<file path="src/rtl/fetch_sequencer_pkg.sv">
`default_nettype none
// +----------------------------------------------------------------------+
// | fetch_sequencer_pkg : shared state, length codes and opcode fields   |
// | Revision 1.0                                                         |
// +----------------------------------------------------------------------+
package fetch_sequencer_pkg;

  typedef enum logic [2:0] {
    ST_FETCH_OP = 3'd0,
    ST_FETCH_LO = 3'd1,
    ST_FETCH_HI = 3'd2,
    ST_HOLD     = 3'd3,
    ST_REDIRECT = 3'd4,
    ST_FAULT    = 3'd5
  } fetch_state_e;

  localparam logic [1:0] LEN_1 = 2'd1;
  localparam logic [1:0] LEN_2 = 2'd2;
  localparam logic [1:0] LEN_3 = 2'd3;

  localparam int OP_LEN_MSB = 7;
  localparam int OP_LEN_LSB = 6;

  localparam int DEFAULT_WAIT_LIMIT = 15;

  function automatic logic [1:0] op_len(input logic [7:0] op);
    logic [1:0] field;
    logic [1:0] len;
    field = op[OP_LEN_MSB:OP_LEN_LSB];
    case (field)
      2'b00:   len = LEN_1;
      2'b01:   len = LEN_2;
      default: len = LEN_3;
    endcase
    return len;
  endfunction

endpackage
`default_nettype wire

</file>
<file path="src/rtl/fetch_wait_timer.sv">
`default_nettype none
// +----------------------------------------------------------------------+
// | fetch_wait_timer : loadable up-counter, clear wins, tc one below limit|
// | Revision 1.0                                                         |
// +----------------------------------------------------------------------+
module fetch_wait_timer #(
  parameter int WIDTH = 8
) (
  input  logic             clk_i,
  input  logic             rst_n_i,
  input  logic             clr_i,
  input  logic             inc_i,
  input  logic             load_i,
  input  logic [WIDTH-1:0] load_val_i,
  input  logic [WIDTH-1:0] limit_i,
  output logic             tc_o
);

  logic [WIDTH-1:0] count_q;
  logic [WIDTH-1:0] count_d;

  always_comb begin
    count_d = count_q;
    if (clr_i) begin
      count_d = '0;
    end else if (load_i) begin
      count_d = load_val_i;
    end else if (inc_i) begin
      count_d = count_q + 1'b1;
    end
  end

  always_ff @(posedge clk_i) begin
    if (!rst_n_i) begin
      count_q <= '0;
    end else begin
      count_q <= count_d;
    end
  end

  // Flags the increment that would make the count reach the limit.
  assign tc_o = (count_q == (limit_i - 1'b1));

endmodule
`default_nettype wire

</file>
<file path="src/rtl/fetch_sequencer.sv">
`default_nettype none
// +----------------------------------------------------------------------+
// | fetch_sequencer : PC control, byte fetch, instruction assembly, jumps |
// | Revision 1.0                                                         |
// +----------------------------------------------------------------------+
module fetch_sequencer
  import fetch_sequencer_pkg::*;
#(
  parameter int          WAIT_LIMIT    = DEFAULT_WAIT_LIMIT,
  parameter logic [15:0] RESET_DISPLAY = 16'h0000
) (
  input  logic        CLK,
  input  logic        RST_bar,
  input  logic [15:0] PC_VALUE,
  output logic        PC_LOAD_bar,
  output logic        PC_INC,
  output logic        PC_ASSERT_bar,
  output logic        JUMP_ASSERT_bar,
  output logic [15:0] BUS_out,
  output logic        MEM_RD_bar,
  input  logic        MEM_READY,
  input  logic [7:0]  MEM_DATA,
  input  logic        JUMP,
  input  logic [15:0] JUMP_ADDR,
  output logic        INSTR_VALID,
  input  logic        INSTR_READY,
  output logic [7:0]  OPCODE,
  output logic [15:0] OPERAND,
  output logic [1:0]  INSTR_LEN,
  output logic        FAULT,
  output logic [15:0] display_value
);

  localparam logic [7:0] LIMIT_W = 8'(WAIT_LIMIT);

  fetch_state_e state_q, state_d;
  logic [7:0]   opcode_q, opcode_d;
  logic [15:0]  operand_q, operand_d;
  logic [1:0]   len_q, len_d;
  logic [15:0]  target_q, target_d;

  logic w_fetching;
  logic w_waiting;
  logic w_wait_tc;

  assign w_fetching = (state_q == ST_FETCH_OP) || (state_q == ST_FETCH_LO) ||
                      (state_q == ST_FETCH_HI);
  assign w_waiting  = RST_bar && w_fetching && !MEM_READY && !JUMP;

  fetch_wait_timer #(
    .WIDTH (8)
  ) u_wait_timer (
    .clk_i      (CLK),
    .rst_n_i    (RST_bar),
    .clr_i      (!w_waiting),
    .inc_i      (w_waiting),
    .load_i     (1'b0),
    .load_val_i (8'h00),
    .limit_i    (LIMIT_W),
    .tc_o       (w_wait_tc)
  );

  always_comb begin
    state_d   = state_q;
    opcode_d  = opcode_q;
    operand_d = operand_q;
    len_d     = len_q;
    target_d  = target_q;
    case (state_q)
      ST_FETCH_OP: begin
        if (MEM_READY) begin
          opcode_d = MEM_DATA;
          len_d    = op_len(MEM_DATA);
          state_d  = (op_len(MEM_DATA) == LEN_1) ? ST_HOLD : ST_FETCH_LO;
        end else if (w_wait_tc) begin
          state_d = ST_FAULT;
        end
      end
      ST_FETCH_LO: begin
        if (MEM_READY) begin
          operand_d[7:0] = MEM_DATA;
          state_d        = (len_q == LEN_2) ? ST_HOLD : ST_FETCH_HI;
        end else if (w_wait_tc) begin
          state_d = ST_FAULT;
        end
      end
      ST_FETCH_HI: begin
        if (MEM_READY) begin
          operand_d[15:8] = MEM_DATA;
          state_d         = ST_HOLD;
        end else if (w_wait_tc) begin
          state_d = ST_FAULT;
        end
      end
      ST_HOLD: begin
        if (INSTR_READY) begin
          state_d = ST_FETCH_OP;
        end
      end
      ST_REDIRECT: state_d = ST_FETCH_OP;
      ST_FAULT:    state_d = ST_FAULT;
      default:     state_d = ST_FETCH_OP;
    endcase
    // A jump overrides any fetch, hold or timeout decision made above.
    if (JUMP && (state_q != ST_REDIRECT) && (state_q != ST_FAULT)) begin
      state_d  = ST_REDIRECT;
      target_d = JUMP_ADDR;
    end
    if (state_d == ST_FETCH_OP) begin
      operand_d = '0;
    end
  end

  always_ff @(posedge CLK) begin
    if (!RST_bar) begin
      state_q   <= ST_FETCH_OP;
      opcode_q  <= '0;
      operand_q <= '0;
      len_q     <= '0;
      target_q  <= '0;
    end else begin
      state_q   <= state_d;
      opcode_q  <= opcode_d;
      operand_q <= operand_d;
      len_q     <= len_d;
      target_q  <= target_d;
    end
  end

  // Strobes stay inactive while reset is held, even though the state is FETCH_OP.
  always_comb begin
    PC_LOAD_bar     = 1'b1;
    PC_INC          = 1'b0;
    PC_ASSERT_bar   = 1'b1;
    JUMP_ASSERT_bar = 1'b1;
    MEM_RD_bar      = 1'b1;
    BUS_out         = '0;
    INSTR_VALID     = 1'b0;
    if (RST_bar) begin
      if (w_fetching) begin
        MEM_RD_bar    = 1'b0;
        PC_ASSERT_bar = 1'b0;
        PC_INC        = MEM_READY;
      end else if (state_q == ST_HOLD) begin
        INSTR_VALID = 1'b1;
      end else if (state_q == ST_REDIRECT) begin
        JUMP_ASSERT_bar = 1'b0;
        PC_LOAD_bar     = 1'b0;
        BUS_out         = target_q;
      end
    end
  end

  assign OPCODE        = opcode_q;
  assign OPERAND       = operand_q;
  assign INSTR_LEN     = len_q;
  assign FAULT         = (state_q == ST_FAULT);
  assign display_value = FAULT ? RESET_DISPLAY : PC_VALUE;

endmodule
`default_nettype wire

</file>
<file path="config.mk">
export PLATFORM = sky130hd
export DESIGN_NAME = fetch_sequencer
export DESIGN_NICKNAME = d
export VERILOG_FILES = /design/src/rtl/fetch_sequencer_pkg.sv /design/src/rtl/fetch_wait_timer.sv /design/src/rtl/fetch_sequencer.sv
export SDC_FILE = /design/constraint.sdc
export NUM_CORES = 1
export LEC_CHECK = 0
export BUFFER_PORTS_ARGS = -buffer_cell sky130_fd_sc_hd__buf_4
export CORE_MARGIN = 3
export CORE_UTILIZATION = 44
export CTS_BUF_LIST = sky130_fd_sc_hd__clkbuf_8
export DETAILED_ROUTE_END_ITERATION = 16
export HOLD_SLACK_MARGIN = 0.02
export PLACE_DENSITY = 0.78
export SLEW_MARGIN = 20
export SYNTH_ARGS = -nofsm -noshare
export SYNTH_HDL_FRONTEND = slang
export SYNTH_SLANG_ARGS = --single-unit
</file>
<file path="constraint.sdc">
create_clock -name CLK -period 1.85 [get_ports CLK]
set_input_delay 0.185 -clock CLK [delete_from_list [all_inputs] [get_ports CLK]]
set_output_delay 0.185 -clock CLK [all_outputs]
set_load 0.05 [all_outputs]
</file>
==> out/metrics.yaml, run 1 <==
skew_ps: 6.268
final_layout_size_suffix_gt1_share_pct: 40.76
cts_tree: "done"
syn_area_per_cell_um2: 8.683
slew_headroom_pct: 62.47
fin_setup_tns_ps: 0
crit_required_ps: 2070
critical_path.max_stage_delay_ps: 610
ant_nets: 0
ys.flop_type: "dfxtp_1"
synth_top_cells_by_area: "dfxtp_1 (43%), nand2_1 (7.8%), mux2i_1 (6.5%), a21oi_1 (5.3%), and2_1 (4.6%)"
cts_hold_buf: 0
viasPerCell: 5.110
drt_iter0_markers: 126
io_buffers: 109
row_count: 26
period_share_pct: 99.44
startpoint_type: "register"
worstReg2RegStart: "state_q[1]"
worst_pin_slew_ps: 562.9
critPathKind: "register to register"
rsz0062_at_grt: "yes"
drcViolationCount: 0
die_w_um: 80.60
antenna_found_initial: 0
crit_buf_inv: 2
numCtsBuffers: 5
cp_max_fo: 8
yosysTopAreaCellShare_pct: 43.33
ys_seq_elements: 53
syn_inst: 282
path_delay_family: "simple AND/OR/NAND/NOR gates"
dpl.hpwl_um: 4906
hp-class: "primary input to register"
cts_buffer_depth: 2
power.static_leakage_nw: 1.569
antennaDiodeCount: 0
routabilityCongestion: 0.8377
grt_max_degree: 27
fin_util_pct: 69.04
track_usage_pct: 19.78
syn_nets: 329
clk_latency_ps: 300
period_needed_ps: 1840
routed_wl_um: 6980
dr.pass1.iters: 4
synthDistinctLibCells: 40
grt_pass1_wl_um: 10270
worstReg2RegEnd: "OPERAND[6]"
clkTransAtPathRegs_ps: 90
fmax_ghz: 0.5436
drv_cap: 0
synthArstFlopShare_pct: 0
grt_pass1_vias: 2121
crit_slowest_cell: "or4b_4"
total_power_mw: 2.453
detail_route.wl_per_cell_um: 15.01
vdd.ir_drop.worst_mv: 0.4229
ys_warn_count: 0
yosysSeqAreaShare_pct: 43.33
yosys.area.top_type: "dfxtp_1"
clock-sinks: 53
htreeDepth: 2
status: "finished, final reports clean"
vias: 2376
slew_violations: 0
die_h_um: 80.60
io_pins: 110
r2r_cells: 6
power.density_nw_per_um2: 678.4
nets: 441
fillers: 434
cp.depth: 6
root_buffer: "clkbuf_8"
end_kind: "register"
hold_viol_final: 0
crit_end: "OPERAND[6]"
startpoint: "state_q[1]"
crit_chain: "buf_4, nand2_4, nand3b_2, or4b_4, clkbuf_16, a31oi_1"
core_um2: 5238
grt-ovfl-total: 0
die-area_um2: 6496
rrSetupSlack_ps: 10
syn_area_um2: 2449
yosys.cell_count.top_type: "dfxtp_1"
synth_common_cells: "dfxtp_1 (53), nand2_1 (51), a21oi_1 (26)"
start_util_pct: 46.75
cp.arrival_ps: 2060
setup_viol: 0
area_growth_pct: 47.68
synth_edf_count: 0
[through the flow]
step | worst slack, ps | hold slack [ps] | cells | cell area [µm²]
after global placement | 28.67 | 410.7 | 450 | 3297
after floorplan | -220.0 | 287.8 | 282 | 2449
after global routing | -67.60 | 81.57 | 465 | 3616
final | 10.27 | 101.9 | 465 | 3616
after detailed placement | -40.63 | 421.4 | 450 | 3297
after CTS | 0.5806 | 106.2 | 459 | 3427
[cell usage in the layout (no fill, tap or decap), types with 3 or more instances in the layout]
cell type / instances
buf_4: 108
nand2_1: 51
dfxtp_1: 50
a21oi_1: 26
nor2b_1: 17
buf_6: 17
mux2i_1: 16
a31oi_1: 14
and2_1: 13
nor2_1: 13
clkbuf_8: 6
inv_1: 5
and2_4: 5
xor2_1: 5
nor3_1: 4
nor3b_1: 3
o21ai_0: 3
[registers in the layout, summed over array words and instances, names as in the netlist]
register	count
state_q	3
u_wait_timer.count_q	8
INSTR_LEN	2
OPCODE	8
target_q	16
OPERAND	16
[layout make-up]
type                       instances  area, µm²  share of cell area (%)
clock buffer                       6      82.58                   2.284
timing repair buffer             128       1062                   29.38
sequential                        53       1067                   29.52
clock inverter                     2      13.76                  0.3806
inverter                           6      22.52                  0.6228
tap                               70      87.58                   2.422
multi-input combinational        200       1280                   35.40
[power breakdown]
group          switching, mW  leakage, nW  internal, mW
registers             0.0260        0.433          1.18
logic                  0.355         1.08         0.218
clock network          0.368       0.0512         0.304
total                  0.748         1.57          1.70
[repair_timing]
item / in CTS / in global routing
gates resized for setup: 10 / 35
pin swaps: 0 / 2
gates cloned: 1 / 3
buffers inserted: 0 / 3
endpoints found under the setup margin: 32 / 35
[kinds of logic (layout without fill, tap and decap cells)]
| group | count (synthesis) | after routing | share of synthesized area (%) |
|---|---|---|---|
| simple gates | 124 | 124 | 26.47 |
| flops | 53 | 53 | 43.33 |
| compound gates | 51 | 52 | 12.21 |
| buf+inv | 30 | 142 | 8.278 |
| mux | 16 | 16 | 6.540 |
| xor+xnor | 6 | 6 | 2.146 |
| fa+ha+maj | 2 | 2 | 1.022 |
[per-layer routing]
layer	wire length [µm]	vias to the layer above	track usage [%]
met3	548	9	4.933
met1	2937	1103	26.62
met2	3438	86	32.12
li1	-	1178	-
met5	0	-	0
met4	55	0	3.885
[how the worst min path moves through the flow]
stage	start	to	cells after the start
6_report	INSTR_READY	state_q[1]	2
5_1_grt	INSTR_READY	state_q[1]	2
4_1_cts	INSTR_READY	state_q[1]	2
3_5_place_dp	INSTR_READY	state_q[1]	2
3_3_place_gp	INSTR_READY	state_q[1]	2
2_1_floorplan	INSTR_READY	state_q[1]	1
Note: power is estimated with default switching activity, not from simulation.
==> run 2, diff against run 1 <==
--- a/config.mk
+++ b/config.mk
@@ -6,13 +6,17 @@
 export NUM_CORES = 1
 export LEC_CHECK = 0
 export BUFFER_PORTS_ARGS = -buffer_cell sky130_fd_sc_hd__buf_4
+export CAP_MARGIN = 10
+export CELL_PAD_IN_SITES_DETAIL_PLACEMENT = 1
+export CELL_PAD_IN_SITES_GLOBAL_PLACEMENT = 2
 export CORE_MARGIN = 3
-export CORE_UTILIZATION = 44
+export CORE_UTILIZATION = 24
 export CTS_BUF_LIST = sky130_fd_sc_hd__clkbuf_8
 export DETAILED_ROUTE_END_ITERATION = 16
 export HOLD_SLACK_MARGIN = 0.02
-export PLACE_DENSITY = 0.78
+export PLACE_DENSITY_LB_ADDON = 0.1
 export SLEW_MARGIN = 20
 export SYNTH_ARGS = -nofsm -noshare
 export SYNTH_HDL_FRONTEND = slang
 export SYNTH_SLANG_ARGS = --single-unit
+export TNS_END_PERCENT = 5
==> run 2 against run 1 <==
Clock skew grew 3.1 ps. Highest routed layer unchanged. Design area grew 1.5%. First-iteration DRC count shrank 64%. Sequential power is essentially flat. Largest power group unchanged. Count of clock-buffer cells in the layout shrank 1. Die area grew 76%. Register-to-register slack gained 50 ps.
==> out/metrics.yaml, run 2 (same netlist as run 1, synthesis figures left out) <==
status: "finished, final reports clean"
clkTransAtPathRegs_ps: 100
power.switching_mw: 0.7927
crit_required_ps: 2040
track_usage_pct: 13.01
die-area_um2: 11450
total_power_mw: 2.462
core_um2: 9864
fmax_ghz: 0.5591
root_buffer: "clkbuf_8"
grt_pass1_vias: 2244
htreeDepth: 2
worst_hold_slack_ps: 97.42
dr.pass1.iters: 4
power.internal_mw: 1.669
start_util_pct: 24.82
p_seq_share_pct: 49.2
rsz0062_at_grt: "yes"
clk_latency_ps: 310
crit_slowest_cell: "or4_4"
cts_hold_buf: 0
drcViolationCount: 0
slew_headroom_pct: 56.15
power.share.clock_pct: 27.3
power.static_leakage_nw: 1.565
hp-class: "primary input to register"
routabilityCongestion: 0.7528
period_share_pct: 96.68
swShare_pct: 32.20
path_delay_family: "simple AND/OR/NAND/NOR gates"
dpl_cell_area_um2: 3413
dpl.hpwl_um: 5848
routed_wl_um: 7995
final_cell_mix: "buf_4 (110), nand2_1 (51), dfxtp_1 (50)"
cts_tree: "done"
final_layout_size_suffix_gt1_share_pct: 39.65
clock-sinks: 53
die_w_um: 107.0
fin_util_pct: 37.20
end_kind: "register"
setup_viol: 0
area_growth_pct: 49.87
detail_route.wl_per_cell_um: 15.11
io_buffers: 109
vias: 2329
fillers: 1183
fin_cells: 529
viasPerCell: 4.403
die_h_um: 107.0
vdd.ir_drop.worst_mv: 0.2588
critPathKind: "register to register"
startpoint_type: "register"
period_needed_ps: 1788
worstHoldPathCells: 2
hold_viol_final: 0
grt_max_degree: 25
nets: 442
critical_path.max_stage_delay_ps: 460
r2r_cells: 7
drv_cap: 0
crit_buf_inv: 2
antenna_found_initial: 0
ant_nets: 0
antennaDiodeCount: 0
grt_pass1_wl_um: 11920
io_pins: 110
worst_pin_slew_ps: 657.7
cp_max_fo: 17
grt-ovfl-total: 0
drt_iter0_markers: 45
dp_cells: 518
fin_area_um2: 3670
power.density_nw_per_um2: 670.9
cp.arrival_ps: 1980
crit_chain: "inv_1, ha_1, or2b_1, or4_4, or4b_4, buf_12, a31oi_1"
cts_buffer_depth: 2
cp.depth: 7
combPwrFrac_pct: 23.5
numCtsBuffers: 5
skew_ps: 9.389
slew_violations: 0
row_count: 36
layout.cells.most_common: "buf_4"
-- run 2: per-layer routing --
metal	vias up	share of wire (%)	GRT usage (%)
met2	39	51	23.07
met3	4	3.6	2.468
li1	1174	-	-
met4	0	0.69	3.014
met5	-	0	0
met1	1112	45	16.29
-- run 2: power by group through the flow --
stage / combinational, mW / sequential (mW) / clock [mW]
3_5_place_dp: 0.559 / 1.24 / 0
4_1_cts: 0.574 / 1.21 / 0.700
2_1_floorplan: 0.285 / 1.29 / 0
6_report: 0.578 / 1.21 / 0.673
3_3_place_gp: 0.558 / 1.24 / 0
5_1_grt: 0.619 / 1.22 / 0.746
-- run 2: worst paths after layout --
check	from	endpoint	slack, ps
setup / recovery	u_wait_timer.count_q[0]	OPERAND[0]	60
hold / removal	INSTR_READY	state_q[1]	100
setup reg to reg	u_wait_timer.count_q[0]	OPERAND[0]	60
hold reg to reg	target_q[0]	target_q[0]	460
-- run 2: area by class of cell --
cell class                 instances  area [µm²]  share of cell area (%)
multi-input combinational        200        1271                   34.64
clock inverter                     3       17.52                  0.4773
inverter                           6       22.52                  0.6137
timing repair buffer             129        1056                   28.78
sequential                        53        1067                   29.08
tap                              133       166.4                   4.535
clock buffer                       5       68.82                   1.875
-- run 2: what timing repair did --
| item | CTS | global route |
|---|---|---|
| cloned | 2 | 1 |
| setup endpoints to repair | 32 | 48 |
| setup buffers | 0 | 0 |
| pin swaps | 1 | 2 |
| gates resized for setup | 26 | 16 |
-- run 2: stage by stage --
step | worst slack (ps) | TNS, ps
3_5_place_dp | -61.76 | -675.4
2_1_floorplan | -220.0 | -2187
5_1_grt | -19.66 | -161.3
3_3_place_gp | -15.30 | -177.4
6_report | 61.51 | 0
4_1_cts | -16.49 | -28.26
==> run 3, diff against run 2 <==
==> constraint.sdc (replaced) <==
create_clock -name CLK -period 1.85 [get_ports CLK]
set_input_delay 0.185 -clock CLK [delete_from_list [all_inputs] [get_ports CLK]]
set_output_delay 0.185 -clock CLK [all_outputs]
set_load 0.01 [all_outputs]
==> run 3 against run 2 <==
Design area fell by 1.9%. Cell count rose by 0.19%. Sequential share of layout area rose by 0.46 points. Core utilization fell by 0.71 points. Clock skew barely moved. Largest cell class unchanged. Count of clock-buffer cells in the layout did not move. Critical endpoint is now OPERAND[15].
==> out/metrics.yaml, run 3 (same netlist as run 1, synthesis figures left out) <==
drv_cap: 0
end_kind: "register"
routabilityCongestion: 0.7707
cts_buffer_depth: 2
track_usage_pct: 13.28
viasPerCell: 4.432
numCtsBuffers: 5
fin_util_pct: 36.49
start_util_pct: 24.82
drcViolationCount: 0
p_seq_share_pct: 52.7
hold_viol_final: 0
die_h_um: 107.0
vdd.ir_drop.worst_mv: 0.2738
routed_wl_um: 7962
ant_nets: 0
grt_pass1_wl_um: 12080
cts_hold_buf: 0
cp_max_fo: 8
dp_worst_setup_slack_ps: -70.67
fin_setup_tns_ps: 0
skew_ps: 9.277
power.density_nw_per_um2: 638.5
critPathKind: "register to register"
layout.cells.most_common: "buf_4"
clkTransAtPathRegs_ps: 100
swShare_pct: 27.67
row_count: 36
startpoint_type: "register"
setup_viol: 0
power.static_leakage_nw: 1.552
core_um2: 9864
multi_input_area_um2: 1261
period_needed_ps: 1791
area_growth_pct: 47.01
crit_required_ps: 2090
die-area_um2: 11450
grt_pass1_vias: 2371
fin_cells: 530
setup_slack_ps: 58.63
fillers: 1183
rsz0062_at_grt: "yes"
dr.pass1.iters: 4
dpl.hpwl_um: 5822
antenna_found_initial: 0
clock-sinks: 53
nets: 443
seq_area_um2: 1064
io_buffers: 109
final_layout_size_suffix_gt1_share_pct: 38.54
htreeDepth: 2
dp_cells: 519
io_pins: 110
worst_pin_slew_ps: 623.2
die_w_um: 107.0
drt_iter0_markers: 59
period_share_pct: 96.83
fmax_ghz: 0.5582
vias: 2349
power.switching_mw: 0.6360
power.internal_mw: 1.663
cp.arrival_ps: 2030
total_power_mw: 2.299
slew_violations: 0
detail_route.wl_per_cell_um: 15.02
root_buffer: "clkbuf_8"
combPwrFrac_pct: 18.2
antennaDiodeCount: 0
grt-ovfl-total: 0
hp-class: "primary input to register"
slew_headroom_pct: 58.45
status: "finished, final reports clean"
final_cell_mix: "buf_4 (126), dfxtp_1 (51), nand2_1 (51)"
grt_max_degree: 25
clk_latency_ps: 310
cts_tree: "done"
power.share.clock_pct: 29.1
[run 3: cell types whose count changed in the layout (fill, tap and decap cells not counted)]
cell,change
and2_1,+4
buf_4,+16
buf_6,-13
dfxtp_4,-1
buf_8,-2
and2_4,-4
dfxtp_1,+1
[run 3: power by group through the flow]
stage	logic [mW]	registers (mW)	clock network, mW
6_report	0.419	1.21	0.669
5_1_grt	0.465	1.22	0.751
4_1_cts	0.407	1.21	0.698
3_5_place_dp	0.406	1.24	0
3_3_place_gp	0.404	1.24	0
2_1_floorplan	0.189	1.24	0
[run 3: critical path, stage by stage, from the launching register on]
cell and delay, ps:
dfxtp_1 320, inv_1 50, ha_1 120, or2b_1 240
or4_4 460, o22a_2 340, a31oi_1 190
[run 3: path summary, 6_finish.rpt]
kind	cells after the start	slack, ps	startpoint	to
min	3	110	JUMP_ADDR[7]	target_q[7]
min reg2reg	2	450	target_q[9]	target_q[9]
max reg2reg	6	60	u_wait_timer.count_q[0]	OPERAND[15]
max	6	60	u_wait_timer.count_q[0]	OPERAND[15]
[run 3: what timing repair did]
item	CTS	global route
setup buffers	0	0
pin swaps	0	2
resized for setup	2	19
endpoints found under the setup margin	16	34
gates cloned	0	3
[run 3: layout make-up]
cell class                 instances  area share [%]
sequential                        53           29.54
timing repair buffer             130           27.77
inverter                           6          0.6257
multi-input combinational        200           35.04
tap                              133           4.623
clock buffer                       5           1.912
clock inverter                     3          0.4866
[run 3: through the flow]
step	hold WS (ps)	cell area (µm²)
final	105.6	3600
after global routing	100.6	3600
after CTS	94.08	3510
after detailed placement	441.6	3421
after global placement	434.0	3421
after floorplan	287.8	2449
[run 3: routing by layer]
layer / global-route usage [%] / part of all wire, % / vias up
met5: 0 / 0 / -
met4: 4.110 / 1.2 / 0
met3: 2.589 / 4.0 / 7
met2: 23.65 / 52 / 46
met1: 16.07 / 43 / 1118
li1: - / - / 1178
